<file path="src/rtl/imem_loader.sv">
// Byte-stream instruction memory loader: a 4-byte little-endian word count,
// then that many little-endian words, each written as one memory write.
module imem_loader #(
  parameter int          NUM_WORDS = 32,
  parameter logic [31:0] BASE_ADDR = 32'h0
) (
  input  logic        clk,
  input  logic        reset,
  input  logic        start,
  input  logic        byte_valid,
  input  logic [7:0]  byte_data,
  output logic        byte_ready,
  output logic        we,
  output logic [31:0] waddr,
  output logic [31:0] wdata,
  output logic        busy,
  output logic        done,
  output logic        err,
  output logic [5:0]  words_loaded,
  output logic [2:0]  fsm_state
);

  // Handshake: a byte moves on a rising edge only when byte_valid && byte_ready.
  // byte_ready depends only on the current state, so a producer may hold
  // byte_valid high indefinitely; a byte offered while byte_ready=0 is untouched.

  typedef enum logic [2:0] {
    IDLE  = 3'd0,
    HDR   = 3'd1,
    DATA  = 3'd2,
    WRITE = 3'd3,
    DONE  = 3'd4,
    ERR   = 3'd5
  } state_t;

  localparam logic [31:0] MAX_COUNT = 32'(NUM_WORDS);
  localparam logic [31:0] MAX_ADDR  = BASE_ADDR + 32'(4 * (NUM_WORDS - 1));

  state_t      state;
  state_t      next_state;
  logic [1:0]  byte_cnt;
  logic [31:0] asm_word;
  logic [31:0] n_words;
  logic [31:0] next_word;
  logic [31:0] word_addr;
  logic        xfer;
  logic        start_ok;
  logic        last_byte;
  logic        last_word;

  // Shifting from the top leaves the first byte in [7:0] after four bytes.
  assign next_word = {byte_data, asm_word[31:8]};
  assign word_addr = BASE_ADDR + {24'd0, words_loaded, 2'b00};
  assign xfer      = byte_valid && byte_ready;
  assign start_ok  = start && (state == IDLE || state == DONE || state == ERR);
  assign last_byte = xfer && (byte_cnt == 2'd3);
  assign last_word = (32'(words_loaded) + 32'd1) == n_words;

  always_ff @(posedge clk) begin
    if (reset) begin
      state <= IDLE;
    end else begin
      state <= next_state;
    end
  end

  always_comb begin
    next_state = state;
    case (state)
      IDLE, DONE, ERR: begin
        if (start) next_state = HDR;
      end
      HDR: begin
        if (last_byte) begin
          if (next_word == 32'd0 || next_word > MAX_COUNT) next_state = ERR;
          else                                            next_state = DATA;
        end
      end
      DATA: begin
        if (last_byte) next_state = WRITE;
      end
      WRITE: begin
        next_state = last_word ? DONE : DATA;
      end
      default: next_state = IDLE;
    endcase
  end

  always_comb begin
    byte_ready = 1'b0;
    we         = 1'b0;
    busy       = 1'b0;
    done       = 1'b0;
    err        = 1'b0;
    fsm_state  = state;
    case (state)
      HDR:     begin byte_ready = 1'b1; busy = 1'b1; end
      DATA:    begin byte_ready = 1'b1; busy = 1'b1; end
      WRITE:   begin we = 1'b1; busy = 1'b1; end
      DONE:    done = 1'b1;
      ERR:     err = 1'b1;
      default: ;
    endcase
  end

  // waddr/wdata are captured with the final byte so they are stable during
  // WRITE and keep their values afterwards.
  always_ff @(posedge clk) begin
    if (reset) begin
      byte_cnt     <= 2'd0;
      asm_word     <= 32'd0;
      n_words      <= 32'd0;
      words_loaded <= 6'd0;
      waddr        <= 32'd0;
      wdata        <= 32'd0;
    end else begin
      if (start_ok) begin
        byte_cnt     <= 2'd0;
        words_loaded <= 6'd0;
      end
      if (xfer) begin
        byte_cnt <= byte_cnt + 2'd1;
        asm_word <= next_word;
        if (byte_cnt == 2'd3) begin
          if (state == HDR) begin
            n_words <= next_word;
          end else begin
            waddr <= word_addr;
            wdata <= next_word;
          end
        end
      end
      if (state == WRITE) words_loaded <= words_loaded + 6'd1;
    end
  end

  a_addr_bound: assert property (@(posedge clk) disable iff (reset) we |-> (waddr <= MAX_ADDR));
  a_we_single:  assert property (@(posedge clk) disable iff (reset) we |=> !we);

endmodule

</file>
<file path="config.mk">
export PLATFORM = sky130hd
export DESIGN_NAME = imem_loader
export DESIGN_NICKNAME = d
export VERILOG_FILES = /design/src/rtl/imem_loader.sv
export SDC_FILE = /design/constraint.sdc
export NUM_CORES = 1
export LEC_CHECK = 0
export CORE_ASPECT_RATIO = 0.8
export CORE_MARGIN = 2
export CORE_UTILIZATION = 50
export DETAILED_ROUTE_END_ITERATION = 16
export DONT_BUFFER_PORTS = 1
export PLACE_DENSITY = 0.68
export SLEW_MARGIN = 10
export SYNTH_ARGS = -nofsm -noshare
export SYNTH_HDL_FRONTEND = slang
export SYNTH_SLANG_ARGS = --single-unit
</file>
<file path="constraint.sdc">
create_clock -name clk -period 1.9 [get_ports clk]
set_input_delay 0.285 -clock clk [delete_from_list [all_inputs] [get_ports clk]]
set_output_delay 0.285 -clock clk [all_outputs]
set_load 0.01 [all_outputs]
</file>
# ---- Word level (Yosys, flattened, before mapping)
# Cells that the tools add are included.
dict set report word_totals {
  latchBits 0
  memories 0
  out_inout_bits 78
  romBits 0
  ram_bits 0
  input_bits 12
  regBits 113
}
dict set report classes {
  shift 0
  multipliers 0
  add_sub_neg 3
  div_mod_pow 0
  magnitude_cmp 1
  bitwise_logic 1
  muxes 15
  reduce_logical 16
  eq_ne 10
}
# cell n
set op_table {}
lappend op_table {{equality test 7 x 32 -> 1 bit} 1}
lappend op_table {{greater-than comparator 32 x 6 -> 1 bit (second input constant)} 1}
lappend op_table {{zero test 32 bit} 1}
lappend op_table {{2-to-1 mux 3 bit} 5}
lappend op_table {{2-to-1 mux 6 bit} 2}
lappend op_table {{case mux 3 bit (4 select lines)} 1}
lappend op_table {{AND reduction 3 bit} 3}
lappend op_table {{adder 6 x 1 -> 7 bit (second input constant)} 1}
lappend op_table {{adder 6 x 1 -> 6 bit (second input constant)} 1}
lappend op_table {{equality test 3 x 2 -> 1 bit (second input constant)} 2}
lappend op_table {{equality test 3 bit (second input constant)} 2}
lappend op_table {{!= test 2 bit (second input constant)} 3}
lappend op_table {{OR reduction 3 bit} 2}
lappend op_table {{2-to-1 mux 1 bit} 5}
lappend op_table {{2-to-1 mux 2 bit} 2}
lappend op_table {{nonzero test 2 bit} 2}
lappend op_table {{equality test 3 x 1 -> 1 bit (second input constant)} 1}
lappend op_table {{logical AND 1 bit} 3}
lappend op_table {{zero test 3 bit} 1}
lappend op_table {{logical OR 1 bit} 3}
lappend op_table {{adder 2 x 1 -> 2 bit (second input constant)} 1}
lappend op_table {{equality test 2 bit (second input constant)} 1}
lappend op_table {{OR reduction 2 bit} 1}
lappend op_table {{inverter 1 bit} 1}

# ---- Logic depth before layout (Yosys ltp)
dict set report logic_depth {
  word_depth 7
  ltp_mapped 8
  depth_no_buf 6
}

# ---- Worst setup path after synthesis
# No wires, ideal clock.
dict set report synth_timing {
  path_type {register to register}
  from {register words_loaded[3]}
  to {register state[1] (netlist: fsm_state[1])}
  path_slack_ns -0.002
  arrival_time_ns 1.763
  path_buffers 1
  t_required_ns 1.761
  path_stages_with_launch 7
  cell_sequence {dfxtp_1 buf_4 and4_1 a21boi_1 or4_4 a2111oi_4 a2111oi_1}
}
dict set report synth_between {
  elab_chain_len 4
}
# element line_no
set synth_rtl {}
lappend synth_rtl {{from (decl)} 19} ;# output logic [5:0] words_loaded,
lappend synth_rtl {{from (signal assigned)} 133} ;# if (state == WRITE) words_loaded <= words_loaded + 6'd1;
lappend synth_rtl {{adder 6 x 1 -> 7 bit} 57} ;# assign last_word = (32'(words_loaded) + 32'd1) == n_words;
lappend synth_rtl {{equality test 7 x 32 -> 1 bit} 57}
lappend synth_rtl {{2-to-1 mux 3 bit} 83} ;# next_state = last_word ? DONE : DATA;
lappend synth_rtl {{case mux 3 bit (4 select lines)} 69} ;# case (state)
lappend synth_rtl {{to (signal assigned)} 63} ;# state <= next_state;
lappend synth_rtl {{to (decl)} 39} ;# state_t state;
# No other way between the ends.
# A chain may end at the register's enable or synchronous reset.

# ---- Worst setup path after layout
dict set report layout_timing {
  from {register n_words[14]}
  to {register state[1] (netlist: fsm_state[1])}
}
dict set report layout_between {
  elab_chain_len 3
}
# element line_no
set layout_rtl {}
lappend layout_rtl {{from (decl)} 43} ;# logic [31:0] n_words;
lappend layout_rtl {{from (signal assigned)} 126} ;# n_words <= next_word;
lappend layout_rtl {{equality test 7 x 32 -> 1 bit} 57}
lappend layout_rtl {{2-to-1 mux 3 bit} 83}
lappend layout_rtl {{case mux 3 bit (4 select lines)} 69}
# No other way between the ends.

==> metrics.md <==
| Metric | Value |
|---|---|
| Status | finished with violations |
| Failing checks | hold timing |
| Multi-input logic area | between 2000 and 2500 um2 |
| TritonRoute pass-1 iters | 5 |
| Cell Pwr Density | 787.5 nW/um2 |
| Switching power | 0.9940 mW |
| Initial antenna violation count | 0 |
| Sw Ratio | a little over a quarter |
| Crit path time final | 1.831 ns |
| Post-route ant nets | 0 |
| Crit path arrival time | between 2 and 2.5 ns |
| Reg power frac | about three fifths |
| Fin. Hold Viols | 16 |
| Worst setup EP type | register |
| Cell-internal power | ~2.8 mW |
| Io pins | 90 |
| Vias in the first global route | between 3000 and 4000 |
| CTS root buf | clkbuf_8 |
| Layout Nets | between 500 and 600 |
| FFs w/ async S/R, synth | 0% |
| Initial core utilization | between 50% and 60% |
| Layout cells sized above 1 | 12.09% |
| RSZ-0062 raised after global routing | yes |
| Fillers | around 800 |
| Hold slack | -0.01382 ns |
| Synth area leader | dfxtp_1 |
| Bufs on Longest Clock Path | 2 |
| Max-slew violations | 0 |
| Gr ovfl total | 0 |
| Crit path launch type | register |
| Setup_tns | 0 ns |
| Max Cap Violations | 0 |
| Peak supply drop | approximately 0.53 mV |
| Critical path required time | 2.16 ns |
| Row cnt | 30 |
| Critical path peak fanout | 2 |
| CTS tree | yes |
| FMAX | between 500 and 600 MHz |
| Yosys top cell area share | approximately half |
| Post-Syn Area per Cell | just over 8 um2 |
| First-pass GRT wire length | approximately 16000 um |
| CTS buffer count | 9 |
| Ys Warns | 0 |
| Clk_lat worst skew | slightly below 0.4 ns |
| IO buf count | 0 |
| DRT iter0 DRCs | around 320 |
| Ant. Diodes | 0 |
| Utilization after layout | 56.87% |
| Via-to-Cell Ratio | ~5.5 |
| DRC viols | 0 |
| CP startpoint | n_words[14] |
| Path category of the worst min-delay check | in -> reg |
| Syn Inst Count | 531 |
| EDFF count, synth | 0 |
| Kind of critical path | reg -> reg |
| WL final | between 10000 and 15000 um |
| Clk pwr share | a little under two fifths |
| Die area | between 9000 and 10000 um2 |
| Register area share after synthesis | 48.19% |
| Synth area leaders | dfxtp_1, nand2_1, a21oi_1 |
| Die height | 87.54 um |
| GPL Wtd Cong | around 0.85 |
| Synth Flop Type | dfxtp_1 |
| Total GRT Usage | between 20% and 30% |
| Post-DR wirelength/cell | 15.67 um |
| CTS H-tree lvls | 3 |
| Synth Register Bits | 105 |
| Synth Cell Area | 4362 um2 |
| Vias | approximately 3600 |
| Hold path start | reset |
| Clk_skew | 0.01854 ns |
| Comb power frac | about 3.6% |
| Die W | between 100 and 150 um |
| Synth cell types | 44 |
| Clock slew seen by the registers of the worst setup and hold paths | 0.12 ns |
| Largest net degree at the start of global routing | approximately 110 |
| Tcrit/Tclk final | 96.37% |
| Core area | between 8000 and 9000 um2 |
| Reg area | between 2000 and 2500 um2 |
| CTS sink count | between 100 and 150 |
| DP HPWL | 6959 um |
| Area delta synth->final | 10.61% |
| Final Setup Violations | 0 |
| Reg2Reg Launch Point | n_words[14] |
| Pleak | ~1.7 nW |
[kinds of logic after synthesis]
logic type | synth area share, %
buf+inv | 7.889
flops | 48.19
compound gates | 12.31
fa+ha+maj | 0.5736
simple gates | 23.61
xor+xnor | 1.606
mux | 5.737
other cells | 0.08598
[power by group through the flow]
stage / Clock [mW] / Sequential, mW / Combinational (mW)
floorplan: 0 / 2.27 / 0.160
global placement: 0 / 2.27 / 0.131
detailed placement: 0 / 2.27 / 0.132
CTS: 1.48 / 2.22 / 0.133
global route: 1.57 / 2.22 / 0.151
finish: 1.44 / 2.22 / 0.137
[sequential cells by signal, summed over array words and instances, names as in the netlist]
register / count
waddr: 6
n_words: 32
words_loaded: 6
fsm_state: 3
asm_word: 24
wdata: 32
byte_cnt: 2
[worst max-delay path, cell delays in order (launching register included)]
cell	delay, ns
dfxtp_1	0.33
or4_1	0.51
or4_4	0.51
a2111oi_4	0.23
a2111oi_1	0.13
[layout by cell type (no fill, tap or decap), drive strengths merged, types with 4 or more instances in the layout]
| master | instances |
|---|---|
| xnor2 | 5 |
| buf | 34 |
| nand3 | 4 |
| nor4 | 11 |
| conb | 26 |
| nand4 | 5 |
| nor3 | 5 |
| a21oi | 79 |
| clkbuf | 9 |
| nand2 | 144 |
| dfxtp | 105 |
| mux2i | 25 |
| nor2 | 41 |
| inv | 7 |
| o21ai | 6 |
| or4 | 5 |
[cell type report]
cell class	count	share of cell area, %
Timing Repair Buffer	34	6.328
Clock buffer	9	2.567
Sequential cell	105	43.65
Inverter	3	0.2334
Multi-Input combinational cell	388	42.48
Tap cell	112	2.905
Clock inverter	7	1.841
[timing repair]
item                                    in CTS  in global routing
gates cloned                                 0                  0
pin swaps                                    2                  5
hold endpoints to repair                   103                103
setup buffers                                1                  0
gates resized for setup                      0                  8
endpoints found under the setup margin       2                  4
[per-layer routing]
metal	up-vias	share of wire, %	global-route usage [%]
li1	1746	-	-
met1	1712	47	30.64
met2	129	44	34.38
met3	11	8.0	7.366
met4	0	0.74	5.128
met5	-	0	0
[per-stage QoR]
stage | instances | power [mW] | area (um2) | setup slack, ns | hold slack, ns
after floorplan | 556 | 2.434 | 4461 | 0.009280 | 0.4210
after global placement | 641 | 2.402 | 4576 | 0.01868 | 0.3629
after detailed placement | 641 | 2.404 | 4576 | 0.0003488 | 0.3665
after CTS | 658 | 3.830 | 4796 | 0.004475 | -0.06112
after global routing | 658 | 3.942 | 4825 | -0.02458 | -0.06330
final | 658 | 3.799 | 4825 | 0.06892 | -0.01382
[final timing paths]
kind / end / slack (ns) / cells past startpoint
setup / recovery: fsm_state[1] / 0.07 / 4
hold reg to reg: n_words[16] / 0.46 / 2
setup reg to reg: fsm_state[1] / 0.07 / 4
hold / removal: n_words[4] / -0.01 / 1
[cells in the mapped netlist (3+ instances only)]
cell      number
clkbuf_1      30
nand2_1      144
nor4_1        10
buf_4         28
mux2i_1       25
dfxtp_1      105
xnor2_1        5
or4_4          3
nor3_1         5
inv_1          3
nand4_1        5
a21oi_1       79
nor3b_1        3
o21ai_0        5
nand3_1        4
xor2_1         3
nor2_1        41
and3_1         3
No activity file was read; power rests on OpenSTA's default activity.
